## src/rtl/sprite_pkg.sv

```systemverilog
// sprite_pkg: shared screen constants, coordinate types and sizing helpers for the sprite
// blitter slice.
//
// Contents:
//   SCREEN_W / SCREEN_H  visible raster size (640x480)
//   coord_t              10-bit screen coordinate
//   coord_ext_t          11-bit coordinate, used for edge sums so they clip instead of wrapping
//   cnt_width()          bit width of a counter holding 0..n-1 (never less than 1)
//
// Palette indices are parameterised per instance, so each module declares
//   typedef logic [IDX_W-1:0] pix_idx_t;
// locally rather than sharing a fixed-width type from this package.
package sprite_pkg;

   localparam int unsigned SCREEN_W = 640;
   localparam int unsigned SCREEN_H = 480;
   localparam int unsigned COORD_W  = 10;

   typedef logic [COORD_W-1:0] coord_t;
   typedef logic [COORD_W:0]   coord_ext_t;

   function automatic int unsigned cnt_width(input int unsigned n);
      return (n > 1) ? $clog2(n) : 1;
   endfunction

endpackage

```

## src/rtl/sprite_anim_ctrl.sv

```systemverilog
// sprite_anim_ctrl: animation frame sequencer for the sprite blitter.
//
// A tick counter advances on every frame_start while anim_en is high. When it reaches
// ANIM_DIV-1 it wraps to 0 and cur_frame steps to the next frame, wrapping FRAMES-1 -> 0.
// anim_restart clears both the counter and the frame, and wins over a same-cycle frame_start.
// With anim_en low, both the counter and the frame hold.
//
// Ports:
//   vga_clk       in   pixel clock
//   reset_n       in   asynchronous active-low reset
//   frame_start   in   one-cycle pulse at the start of vertical blank
//   anim_en       in   advance the animation on frame_start
//   anim_restart  in   return to frame 0 and clear the tick counter
//   cur_frame     out  current animation frame
module sprite_anim_ctrl
   import sprite_pkg::*;
#(
   parameter int unsigned FRAMES   = 4,
   parameter int unsigned ANIM_DIV = 8,
   localparam int unsigned FRAME_W = cnt_width(FRAMES),
   localparam int unsigned TICK_W  = cnt_width(ANIM_DIV)
) (
   input  logic               vga_clk,
   input  logic               reset_n,
   input  logic               frame_start,
   input  logic               anim_en,
   input  logic               anim_restart,
   output logic [FRAME_W-1:0] cur_frame
);

   localparam logic [TICK_W-1:0]  TICK_LAST  = TICK_W'(ANIM_DIV - 1);
   localparam logic [FRAME_W-1:0] FRAME_LAST = FRAME_W'(FRAMES - 1);

   logic [TICK_W-1:0]  tick_q, tick_d;
   logic [FRAME_W-1:0] frame_q, frame_d;

   always_comb begin
      tick_d  = tick_q;
      frame_d = frame_q;
      if (anim_restart) begin
         tick_d  = '0;
         frame_d = '0;
      end else if (frame_start && anim_en) begin
         if (tick_q == TICK_LAST) begin
            tick_d  = '0;
            frame_d = (frame_q == FRAME_LAST) ? '0 : frame_q + 1'b1;
         end else begin
            tick_d = tick_q + 1'b1;
         end
      end
   end

   always_ff @(posedge vga_clk or negedge reset_n) begin
      if (!reset_n) begin
         tick_q  <= '0;
         frame_q <= '0;
      end else begin
         tick_q  <= tick_d;
         frame_q <= frame_d;
      end
   end

   assign cur_frame = frame_q;

endmodule

```

## src/rtl/sprite_blitter.sv

```systemverilog
// sprite_blitter: draws one multi-frame sprite at native size at a programmable position on a
// 640x480 raster. Looks up an external synchronous sprite ROM and hands a palette index plus a
// hit flag to the compositor.
//
// Pipeline (3 vga_clk from DrawX/DrawY to pix_valid/pix_idx):
//   stage 0  combinational hit test and local coordinates
//   stage 1  registered ROM address (0 when not hit), hit/blank delayed
//   stage 2  ROM returns rom_q, hit/blank delayed again
//   stage 3  registered pix_valid/pix_idx, transparent index suppressed
//
// Position (and flip, when mirroring is built in) is taken from pos_x/pos_y/flip only on
// frame_start so the sprite never tears mid-frame.
//
// Build option: define SPRITE_BLITTER_MIRROR_EN to honour flip (horizontal mirror). Without it
// the flip port is accepted but ignored.
//
// Ports:
//   vga_clk       in   pixel clock
//   reset_n       in   asynchronous active-low reset
//   DrawX, DrawY  in   current pixel column/row
//   blank         in   1 = active video
//   frame_start   in   one-cycle pulse at start of vertical blank
//   pos_x, pos_y  in   requested sprite left/top edge
//   anim_en       in   advance animation on frame_start
//   anim_restart  in   return to frame 0
//   flip          in   horizontal mirror request
//   rom_addr      out  registered sprite ROM address
//   rom_q         in   ROM data, valid one vga_clk after rom_addr
//   pix_valid     out  opaque sprite pixel at this position
//   pix_idx       out  palette index, 0 when pix_valid=0
//   cur_frame     out  current animation frame
module sprite_blitter
   import sprite_pkg::*;
#(
   parameter int unsigned SPRITE_W        = 20,
   parameter int unsigned SPRITE_H        = 40,
   parameter int unsigned FRAMES          = 4,
   parameter int unsigned IDX_W           = 4,
   parameter int unsigned TRANSPARENT_IDX = 0,
   parameter int unsigned ANIM_DIV        = 8,
   localparam int unsigned ADDR_W  = $clog2(SPRITE_W * SPRITE_H * FRAMES),
   localparam int unsigned FRAME_W = cnt_width(FRAMES)
) (
   input  logic               vga_clk,
   input  logic               reset_n,
   input  logic [9:0]         DrawX,
   input  logic [9:0]         DrawY,
   input  logic               blank,
   input  logic               frame_start,
   input  logic [9:0]         pos_x,
   input  logic [9:0]         pos_y,
   input  logic               anim_en,
   input  logic               anim_restart,
   input  logic               flip,
   output logic [ADDR_W-1:0]  rom_addr,
   input  logic [IDX_W-1:0]   rom_q,
   output logic               pix_valid,
   output logic [IDX_W-1:0]   pix_idx,
   output logic [FRAME_W-1:0] cur_frame
);

   typedef logic [IDX_W-1:0] pix_idx_t;

   localparam int unsigned FRAME_PIX = SPRITE_W * SPRITE_H;
   localparam pix_idx_t    TRANSP    = pix_idx_t'(TRANSPARENT_IDX);

   // ------------------------------------------------------------------------------------------
   // Animation sequencer
   // ------------------------------------------------------------------------------------------
   sprite_anim_ctrl #(
      .FRAMES   (FRAMES),
      .ANIM_DIV (ANIM_DIV)
   ) u_anim_ctrl (
      .vga_clk      (vga_clk),
      .reset_n      (reset_n),
      .frame_start  (frame_start),
      .anim_en      (anim_en),
      .anim_restart (anim_restart),
      .cur_frame    (cur_frame)
   );

   // ------------------------------------------------------------------------------------------
   // Shadow latch: active position only changes on frame_start
   // ------------------------------------------------------------------------------------------
   coord_t ax_q, ay_q;

   always_ff @(posedge vga_clk or negedge reset_n) begin
      if (!reset_n) begin
         ax_q <= '0;
         ay_q <= '0;
      end else if (frame_start) begin
         ax_q <= pos_x;
         ay_q <= pos_y;
      end
   end

`ifdef SPRITE_BLITTER_MIRROR_EN
   logic flip_a_q;

   always_ff @(posedge vga_clk or negedge reset_n) begin
      if (!reset_n) begin
         flip_a_q <= 1'b0;
      end else if (frame_start) begin
         flip_a_q <= flip;
      end
   end
`else
   logic unused_flip;
   assign unused_flip = flip;
`endif

   // ------------------------------------------------------------------------------------------
   // Stage 0: hit test and local coordinates
   // ------------------------------------------------------------------------------------------
   coord_ext_t x_end, y_end;
   logic       hit;
   coord_t     lx, ly, col;

   // 11-bit edge sums: a sprite overhanging the right/bottom edge clips rather than wrapping
   // back into column/row 0.
   assign x_end = {1'b0, ax_q} + coord_ext_t'(SPRITE_W - 1);
   assign y_end = {1'b0, ay_q} + coord_ext_t'(SPRITE_H - 1);

   assign hit = (DrawX >= ax_q) && ({1'b0, DrawX} <= x_end) &&
                (DrawY >= ay_q) && ({1'b0, DrawY} <= y_end);

   assign lx = DrawX - ax_q;
   assign ly = DrawY - ay_q;

`ifdef SPRITE_BLITTER_MIRROR_EN
   assign col = flip_a_q ? (coord_t'(SPRITE_W - 1) - lx) : lx;
`else
   assign col = lx;
`endif

   // ------------------------------------------------------------------------------------------
   // Stage 1: ROM address (frames stored back to back, row-major inside a frame)
   // ------------------------------------------------------------------------------------------
   logic [ADDR_W-1:0] addr_calc, addr_d, addr_q;

   assign addr_calc = ADDR_W'(32'(cur_frame) * FRAME_PIX + 32'(ly) * SPRITE_W + 32'(col));

   always_comb begin
      addr_d = '0;
      if (hit) begin
         addr_d = addr_calc;
      end
   end

   logic hit_s1_q, blank_s1_q;
   logic hit_s2_q, blank_s2_q;

   // ------------------------------------------------------------------------------------------
   // Stage 3: output qualification
   // ------------------------------------------------------------------------------------------
   logic     pix_valid_d, pix_valid_q;
   pix_idx_t pix_idx_d, pix_idx_q;

   always_comb begin
      pix_valid_d = hit_s2_q && blank_s2_q && (rom_q != TRANSP);
      pix_idx_d   = '0;
      if (pix_valid_d) begin
         pix_idx_d = rom_q;
      end
   end

   always_ff @(posedge vga_clk or negedge reset_n) begin
      if (!reset_n) begin
         addr_q      <= '0;
         hit_s1_q    <= 1'b0;
         blank_s1_q  <= 1'b0;
         hit_s2_q    <= 1'b0;
         blank_s2_q  <= 1'b0;
         pix_valid_q <= 1'b0;
         pix_idx_q   <= '0;
      end else begin
         addr_q      <= addr_d;
         hit_s1_q    <= hit;
         blank_s1_q  <= blank;
         hit_s2_q    <= hit_s1_q;
         blank_s2_q  <= blank_s1_q;
         pix_valid_q <= pix_valid_d;
         pix_idx_q   <= pix_idx_d;
      end
   end

   assign rom_addr  = addr_q;
   assign pix_valid = pix_valid_q;
   assign pix_idx   = pix_idx_q;

endmodule

```

## config.mk

```make
export PLATFORM = sky130hd
export DESIGN_NAME = sprite_blitter
export DESIGN_NICKNAME = d
export VERILOG_FILES = /design/src/rtl/sprite_pkg.sv /design/src/rtl/sprite_anim_ctrl.sv /design/src/rtl/sprite_blitter.sv
export SDC_FILE = /design/constraint.sdc
export NUM_CORES = 1
export LEC_CHECK = 0
export ABC_CLOCK_PERIOD_IN_PS = 6300
export BUFFER_PORTS_ARGS = -buffer_cell sky130_fd_sc_hd__buf_2
export CELL_PAD_IN_SITES_DETAIL_PLACEMENT = 0
export CELL_PAD_IN_SITES_GLOBAL_PLACEMENT = 1
export CORE_MARGIN = 10
export CORE_UTILIZATION = 40
export CTS_BUF_LIST = sky130_fd_sc_hd__clkbuf_16
export CTS_CLUSTER_SIZE = 8
export DETAILED_ROUTE_END_ITERATION = 10
export PLACE_DENSITY_LB_ADDON = 0.1
export SLEW_MARGIN = 20
export SYNTH_ARGS = -nofsm -noshare
export SYNTH_HDL_FRONTEND = slang
export SYNTH_SLANG_ARGS = --single-unit
```

## constraint.sdc

```tcl
create_clock -name vga_clk -period 6.3 [get_ports vga_clk]
set_clock_uncertainty 0.2 [all_clocks]
set_input_delay 0.945 -clock vga_clk [delete_from_list [all_inputs] [get_ports vga_clk]]
set_output_delay 0.945 -clock vga_clk [all_outputs]
set_load 0.005 [all_outputs]
```

* Word level (Yosys, flattened, before mapping)
Index checks and enable logic that the tools add are counted.
** Operators by class
- Add/sub/neg operators :: 8
- $mul :: 2
- $lt $le $gt $ge :: 4
- Equality and inequality tests :: 2
- Mux-type cells :: 9
- Reductions and logical operators :: 10
** Operators with widths (count)
- less-or-equal comparator 10 x 11 -> 1 bit :: 2
- greater-or-equal comparator 10 bit :: 2
- subtractor 10 bit :: 2
- adder 12 x 10 -> 12 bit :: 1
- adder 12 bit :: 1
- 2-to-1 mux 12 bit :: 1
- adder 10 x 5 -> 11 bit, second input constant :: 1
- adder 10 x 6 -> 11 bit, second input constant :: 1
- multiplier 10 x 3 -> 10 bit, second input constant :: 1
- 2-to-1 mux 3 bit :: 3
- 2-to-1 mux 2 bit :: 4
- multiplier 2 x 5 -> 7 bit, second input constant :: 1
- logical AND 1 bit :: 6
- 2-to-1 mux 4 bit :: 1
- nonzero test 2 bit :: 2
- nonzero test 4 bit :: 1
- adder 3 x 1 -> 3 bit, second input constant :: 1
- == test 3 bit, second input constant :: 1
- adder 2 x 1 -> 2 bit, second input constant :: 1
- == test 2 bit, second input constant :: 1
- AND reduction 2 bit :: 1
** Word-level totals
- Flip-flop bits (word level) :: 46
- Bits of input ports :: 51
- Output and inout port bits :: 19
- Logic and storage cells :: 46

* Longest topological paths before layout
Gate-level depths: netlist (run 1).
- Depth after elaboration :: 6
- Mapped depth :: 22

* By module
Synthesis (run 1) repeated with hierarchy kept, for this count alone.
** Second synthesis, totals
- Cell total of the unflattened synthesis :: 458
- Area total of the unflattened synthesis :: 4157.7 um^2
** Modules (own cells, without submodules)
- sprite_blitter :: instances 1, cells an instance 434, area an instance 3865.0 um^2, seq. area each 1026.0 um^2
- sprite_anim_ctrl :: instances 1, cells an instance 24, area an instance 292.8 um^2, seq. area each 125.1 um^2

* Worst setup path before layout (run 1)
No wires, ideal clock.
- Path kind :: in2reg
- From :: input DrawY[0]
- To :: register addr_q[11], in the netlist rom_addr[11]
- Arrival time :: 5.109 ns
- Required time :: 5.980 ns
- Setup slack :: 0.871 ns
- Cell stages on the path :: 20
- Path buffers :: 0
- Path through :: inv_1 -> ha_1 -> inv_1 -> fa_1 -> a21oi_1 -> o21bai_1 -> xor2_1 -> ha_1 -> fa_1 -> a211oi_1 -> o21ai_0 -> fa_1 -> inv_1 -> ha_1 -> or2_2 -> a21oi_1 -> a21oi_1 -> xnor2_4 -> a31o_1 -> and3_1
** Between the ends
- Word-level cells in the longest chain between the ends :: 5
- Elaborated cells between the ends (all ways) :: 9
- Those cells by class :: 3 x add/sub; 1 x mul; 2 x order compare; 1 x mux; 2 x reduce/logical
** RTL lines
- start: declaration :: line sprite_blitter.sv:47 : input logic [9:0] DrawY,
- subtractor 10 bit :: line sprite_blitter.sv:128 : assign ly = DrawY - ay_q;
- multiplier 10 x 3 -> 10 bit :: line sprite_blitter.sv:141 : assign addr_calc = ADDR_W'(32'(cur_frame) * FRAME_PIX + 32'(ly) * SPRITE_W + 32'(col));
- adder 12 bit :: line sprite_blitter.sv:141
- adder 12 x 10 -> 12 bit :: line sprite_blitter.sv:141
- 2-to-1 mux 12 bit * :: line sprite_blitter.sv:145 : if (hit) begin
- via addr_d[11] :: line sprite_blitter.sv:139 : logic [ADDR_W-1:0] addr_calc, addr_d, addr_q;
- end signal: assignment :: line sprite_blitter.sv:177 : addr_q <= addr_d;
- end: declaration :: line sprite_blitter.sv:139
Mark *: on every way through the listed nets, which the timed path passes. The rest lies on a longest branch.
A chain may end at the register's enable or synchronous reset.

* Worst setup path after layout (run 1)
Same ends and word-level chain as after synthesis.

==> results of run 1 <==
==> placed cells by master, fill, tap and decap left out, types with 2 or more instances in the layout <==
cell type / synthesis / routed
nor2_1: 21 / 21
nor3_1: 11 / 11
a211oi_1: 6 / 6
a21o_1: 3 / 3
dfrtp_1: 46 / 46
nand2_1: 33 / 33
o31ai_1: 2 / 2
a31oi_1: 2 / 2
o21ai_1: 8 / 8
and2_1: 8 / 8
o21a_1: 9 / 9
inv_1: 44 / 45
xnor2_1: 29 / 29
nand3_1: 5 / 5
o22ai_1: 2 / 2
nor3b_1: 2 / 2
inv_2: 2 / 2
o21bai_1: 7 / 7
or3_1: 4 / 4
nand4_1: 8 / 8
a21oi_1: 26 / 26
nand3b_1: 3 / 3
fa_1: 8 / 8
clkbuf_16: 0 / 5
and3_1: 7 / 7
nand2b_1: 5 / 5
ha_1: 73 / 73
o21ai_0: 29 / 29
buf_2: 1 / 67
nor4_1: 2 / 2
nor2b_1: 8 / 8
xor2_1: 9 / 9
==> cell type report <==
class | instances | area [um^2] | share of cell area, %
clock inverters | 3 | 12.51 | 0.2634
well taps | 136 | 170.2 | 3.583
repair buffers | 68 | 342.8 | 7.218
clock buffers | 5 | 125.1 | 2.634
inverters | 46 | 172.7 | 3.635
multi-input cells | 354 | 2775 | 58.43
flip-flops and latches | 46 | 1151 | 24.24
==> sequential cells by signal, indices dropped and copies added, names as in the netlist <==
name                   flops
ax_q                      10
blank_s2_q                 1
pix_idx                    4
u_anim_ctrl.tick_q         3
u_anim_ctrl.cur_frame      2
pix_valid                  1
hit_s2_q                   1
blank_s1_q                 1
ay_q                      10
rom_addr                  12
hit_s1_q                   1
==> worst max-delay path by stage <==
stage                                  end  slack [ns]  cells after the start
global route        rom_addr[11]$_DFF_PN0_        0.37                     22
detailed placement  rom_addr[11]$_DFF_PN0_        0.41                     21
CTS                 rom_addr[11]$_DFF_PN0_        0.68                     21
global placement    rom_addr[11]$_DFF_PN0_        0.45                     21
finish              rom_addr[11]$_DFF_PN0_        0.70                     21
floorplan           rom_addr[11]$_DFF_PN0_        0.87                     20
==> metrics by stage <==
| stage | std cells | util, % |
|---|---|---|
| 2_1_floorplan | 453 | - |
| 3_3_place_gp | 650 | 45.26 |
| 3_5_place_dp | 650 | 45.26 |
| 4_1_cts | 658 | 46.61 |
| 5_1_grt | 658 | 46.63 |
| 6_report | 658 | 46.63 |
==> layer usage <==
metal	vias to the layer above	track usage, %	part of all wire [%]
li1	1724	-	-
met1	1536	15.23	44
met2	42	23.11	51
met3	7	2.451	3.6
met4	0	2.683	0.81
met5	-	0	0
==> kinds of logic (layout without fill, tap and decap cells) <==
family,after synthesis,in the layout
AND/OR/NAND/NOR,122,122
XOR/XNOR,39,39
buffers and inverters,53,122
adder cells (fa/ha/maj),81,81
AO/OA/AOI/OAI,111,111
flip-flops,46,46
multiplexers,1,1
==> report_power, final <==
group	switching (W)	internal, W
Clock	0.000110	0.000144
Sequential	0.0000136	0.000327
Combinational	0.000528	0.000528
==> reports/qor.yml, run 1 <==
hold_path_depth: 0
nFillCells: 1051
final_layout_size_suffix_gt1_share_pct: 16.09
vdd_drop_max_uv: 183.9
final_hold_viol_count: 0
routedWlPerCell_um: 13.96
cts.clk_slew.worst_paths_ns: 0.06
worstReg2RegStart: "ay_q[0]$_DFFE_PN0P_"
syn_avg_cell_area_um2: 9.109
area_delta_synth_final_pct: 15.10
finalWirelength_um: 9184
cts_tree: "built"
grt_pass1_wl_um: 15700
ys_async_sr_fraction_pct: 100.0
clkSinkCount: 46
synthFlopType: "dfrtp_1"
setup_ws_ns: 0.6957
dp_slack_ns: 0.4118
rows: 37
synth_seq_area_share_pct: 27.90
end_kind: "flip-flop"
relSlewSlack_pct: 45.73
cts_made_buffers: 5
worstReg2RegEnd: "rom_addr[11]$_DFF_PN0_"
synth.distinct_cells: 56
grt_pass1_vias: 3431
post_cts_buffers: 0
synth.area.mux_share_pct: 0.2426
synth_fa_ha_area_share_pct: 26.02
r2r_setup_slack_ns: 1.17
syn_area_mm2: 0.004126
ioPinCount: 70
antenna_found_initial: 0
synth_edf_count: 0
clk_path_buf_depth: 2
cp_cell_sequence: "buf_2 -> inv_1 -> ha_1 -> inv_1 -> fa_1 -> a21oi_1 -> o21bai_1 -> xor2_1 -> ha_1 -> fa_1 -> a211oi_1 -> o21ai_0 -> fa_1 -> inv_1 -> ha_1 -> or2_2 -> a21oi_1 -> a21oi_1 -> xnor2_4 -> a31o_1 -> and3_1"
drtIter0Drc: 149
finalPower_w: 0.001650
crit_fanout: 3
setup_viol: 0
synth_nets: 585
postRouteAntennaNets: 0
fin_area_mm2: 0.004750
syn_inst: 453
synth_top_area_cell: "dfrtp_1"
synth-xor-area-share_pct: 8.733
cp_slowest_cell: "fa_1"
min_path_type: "flip-flop to flip-flop"
numPortBuffers: 68
yosysMostFrequentCell: "ha_1"
place_area_mm2: 0.004609
status: "complete, no violations"
post_cts_resized: 0
period_needed_ns: 5.604
min_to: "hit_s2_q$_DFF_PN0_"
grt_max_degree: 47
clk-insertion-delay-late_ns: 0.28
routabilityCongestion: 0.8501
final.setup.tns_ns: 0
critical_path_class: "primary input to flip-flop"
slew_viol_final: 0
drv_cap: 0
start_util_pct: 40.52
drt-vias-per-instance: 5.029
crit_buf_inv: 4
synth_top_family_by_area: "adder cells"
cp.arrival_ns: 5.58
die-area_mm2: 0.01478
worstMarginPinSlew_ns: 0.8125
rr_worst_depth: 19
fp.dieW_um: 121.6
required_ns: 6.27
fin_crit_sh_pct: 88.96
hp-start: "hit_s1_q$_DFF_PN0_"
diodes: 0
track_usage_pct: 12.74
cp_top_family: "adder cells"
slowest_delay_ns: 0.49
grt_overflow_total: 0
place_hpwl_um: 7719
power_density_mw_per_mm2: 347.5
cts-hold-fix-buffers: 0
rsz0062_at_grt: "false"
fmax_mhz: 178.4
yosys-top-cells-count: "ha_1, dfrtp_1, inv_1, nand2_1"
num_vias: 3309
core_mm2: 0.01018
dr.pass1.iters: 4
die_y_um: 121.6
ys_warn_count: 0
drc: 0
netlist_top_cells_area: "dfrtp_1, ha_1, xnor2_1"
synth_top_area_share_pct: 27.90
holdWs_ns: 0.1459
synth_compound_area_share_pct: 17.01
cp-start-kind: "primary input"
startpoint: "DrawY[0]"
leakagePower_nw: 2.389
cts_root_buf: "clkbuf_16"
ys_ff_latch: 46
synth_simple_gate_area_share_pct: 15.25
htree_num_levels: 2
nets: 653
No activity file was read; power rests on OpenSTA's default activity.
==> run 2, diff against run 1 <==
--- a/config.mk
+++ b/config.mk
@@ -12,3 +12,3 @@
 export CORE_MARGIN = 10
-export CORE_UTILIZATION = 40
+export CORE_UTILIZATION = 44
 export CTS_BUF_LIST = sky130_fd_sc_hd__clkbuf_16
==> constraint.sdc (replaced) <==
create_clock -name vga_clk -period 6.3 [get_ports vga_clk]
set_clock_uncertainty 0.2 [all_clocks]
set_input_delay 1.26 -clock vga_clk [delete_from_list [all_inputs] [get_ports vga_clk]]
set_output_delay 1.26 -clock vga_clk [all_outputs]
set_load 0.005 [all_outputs]
==> run 2 against run 1 <==
  * Power is 3.2% higher
  * Fmax is 3.8% lower
  * Worst setup slack got worse by 0.22 ns
  * Sequential share of layout area is essentially flat
  * Sequential cell count unchanged
  * First-iteration DRC count down 36%
  * Cell count down 3.8%
  * Worst hold slack improved by 0.0064 ns
  * Critical path depth stayed put
  * Sequential power about the same
  * Combinational power about the same
  * Global-route usage grew 0.91 points
  * Largest power group unchanged
  * Highest routed layer unchanged
==> reports/qor.yml, run 2 (synthesis results as in run 1) <==
grtUsageMet2_pct: 24.33
core_mm2: 0.009196
fmax_mhz: 171.7
relSlewSlack_pct: 50.57
leakagePower_nw: 2.398
grt_pass1_wl_um: 15260
rows: 35
routedWlPerCell_um: 14.45
status: "complete, no violations"
hold_path_depth: 0
cts_root_buf: "clkbuf_16"
place_hpwl_um: 7559
grt_max_degree: 47
fp.dieW_um: 116.8
worstReg2RegStart: "ay_q[0]$_DFFE_PN0P_"
power.share.clock_pct: 17.6
critical_path_class: "primary input to flip-flop"
num_vias: 3340
cts-hold-fix-buffers: 0
track_usage_pct: 13.65
diodes: 0
drc: 0
largest_register_ffs: 12
final_hold_viol_count: 0
htree_num_levels: 2
required_ns: 6.27
period_needed_ns: 5.825
cp.arrival_ns: 5.80
drtIter0Drc: 96
cts_tree: "built"
power_density_mw_per_mm2: 358.5
grt_overflow_total: 0
finalWirelength_um: 9150
die_y_um: 116.8
multi_input_area_mm2: 0.002779
internal_power_w: 0.001041
switching_share_pct: 38.86
use_met3_pct: 2.446
grt-busiest-layer: "met2"
cts.clk_slew.worst_paths_ns: 0.07
met1_usage_pct: 16.58
final_cell_mix: "ha_1, buf_2, dfrtp_1"
numPortBuffers: 68
rr_worst_depth: 19
cp-start-kind: "primary input"
clkSinkCount: 46
seqCellArea_mm2: 0.001151
post_cts_resized: 0
die-area_mm2: 0.01365
holdWs_ns: 0.1523
power_switching_w: 0.0006618
pwr-share-comb_pct: 62.4
dr.pass1.iters: 7
routabilityCongestion: 0.8824
grt_pass1_vias: 3341
nFillCells: 888
area_delta_synth_final_pct: 15.13
crit_fanout: 3
min_to: "hit_s2_q$_DFF_PN0_"
startpoint: "DrawY[0]"
worstMarginPinSlew_ns: 0.7401
antenna_found_initial: 0
setup_viol: 0
hp-start: "hit_s1_q$_DFF_PN0_"
r2r_setup_slack_ns: 1.24
drv_cap: 0
start_util_pct: 44.87
final_layout_size_suffix_gt1_share_pct: 16.48
p_seq_share_pct: 20.0
drt-vias-per-instance: 5.276
nets: 653
rsz0062_at_grt: "false"
clk-insertion-delay-late_ns: 0.29
slew_viol_final: 0
worstReg2RegEnd: "rom_addr[11]$_DFF_PN0_"
min_path_type: "flip-flop to flip-flop"
clk_path_buf_depth: 2
vdd_drop_max_uv: 204.4
ioPinCount: 70
final.setup.tns_ns: 0
mostFrequentLayoutCell: "ha_1"
fin_crit_sh_pct: 92.45
cts_made_buffers: 5
end_kind: "flip-flop"
postRouteAntennaNets: 0
post_cts_buffers: 0
run 2: cell count changes in the layout (fill, tap and decap cells not counted), sizes merged:
cell and delta:
bufinv +1, clkinv -2, clkinvlp +1
run 2: how the worst max path moves through the flow:
stage                     depth (start not counted)                     end  slack, ns
after global routing                             22  rom_addr[11]$_DFF_PN0_        0.1
after global placement                           21  rom_addr[11]$_DFF_PN0_       0.16
after detailed placement                         21  rom_addr[11]$_DFF_PN0_       0.12
final                                            21  rom_addr[11]$_DFF_PN0_       0.48
after floorplan                                  20  rom_addr[11]$_DFF_PN0_       0.56
after CTS                                        21  rom_addr[11]$_DFF_PN0_       0.41
run 2: metrics by stage:
step	utilization (%)	area (um^2)	instances	worst slack, ns	power, W
after floorplan	-	4126	453	0.5560	0.001211
final	51.66	4751	633	0.4754	0.001703
after global placement	49.78	4578	625	0.1622	0.001401
after CTS	51.59	4745	633	0.4147	0.001731
after detailed placement	49.78	4578	625	0.1179	0.001419
after global routing	51.66	4751	633	0.09755	0.001894
run 2: worst max-delay path, stage by stage:
cell      delay (ns)
buf_2           0.09
inv_1           0.08
ha_1            0.22
inv_1           0.07
fa_1            0.43
a21oi_2         0.20
o21bai_1        0.09
xor2_1          0.16
ha_1            0.35
fa_1            0.48
a211oi_1        0.30
o21ai_0         0.17
fa_1            0.49
inv_1           0.04
ha_1            0.32
or2_2           0.30
a21oi_1         0.14
a21oi_1         0.11
xnor2_4         0.17
a31o_1          0.18
and3_1          0.15
run 2: power groups by stage:
stage	Clock (W)	Sequential, W	Combinational (W)
after global placement	0	0.000346	0.00106
after CTS	0.000315	0.000340	0.00108
after global routing	0.000322	0.000344	0.00123
after floorplan	0	0.000348	0.000863
after detailed placement	0	0.000346	0.00107
final	0.000300	0.000340	0.00106
run 2: layout make-up:
| class | instances | area share, % |
|---|---|---|
| inverter | 46 | 3.634 |
| multi-input combinational | 354 | 58.49 |
| timing repair buffer | 68 | 7.216 |
| sequential | 46 | 24.23 |
| clock inverter | 3 | 0.8691 |
| tap | 111 | 2.923 |
| clock buffer | 5 | 2.634 |
run 2: routing by layer:
| metal | vias to the layer above | wire length [um] |
|---|---|---|
| met2 | 52 | 4648 |
| met4 | 0 | 107 |
| met5 | - | 0 |
| met1 | 1545 | 4073 |
| li1 | 1735 | - |
| met3 | 8 | 321 |
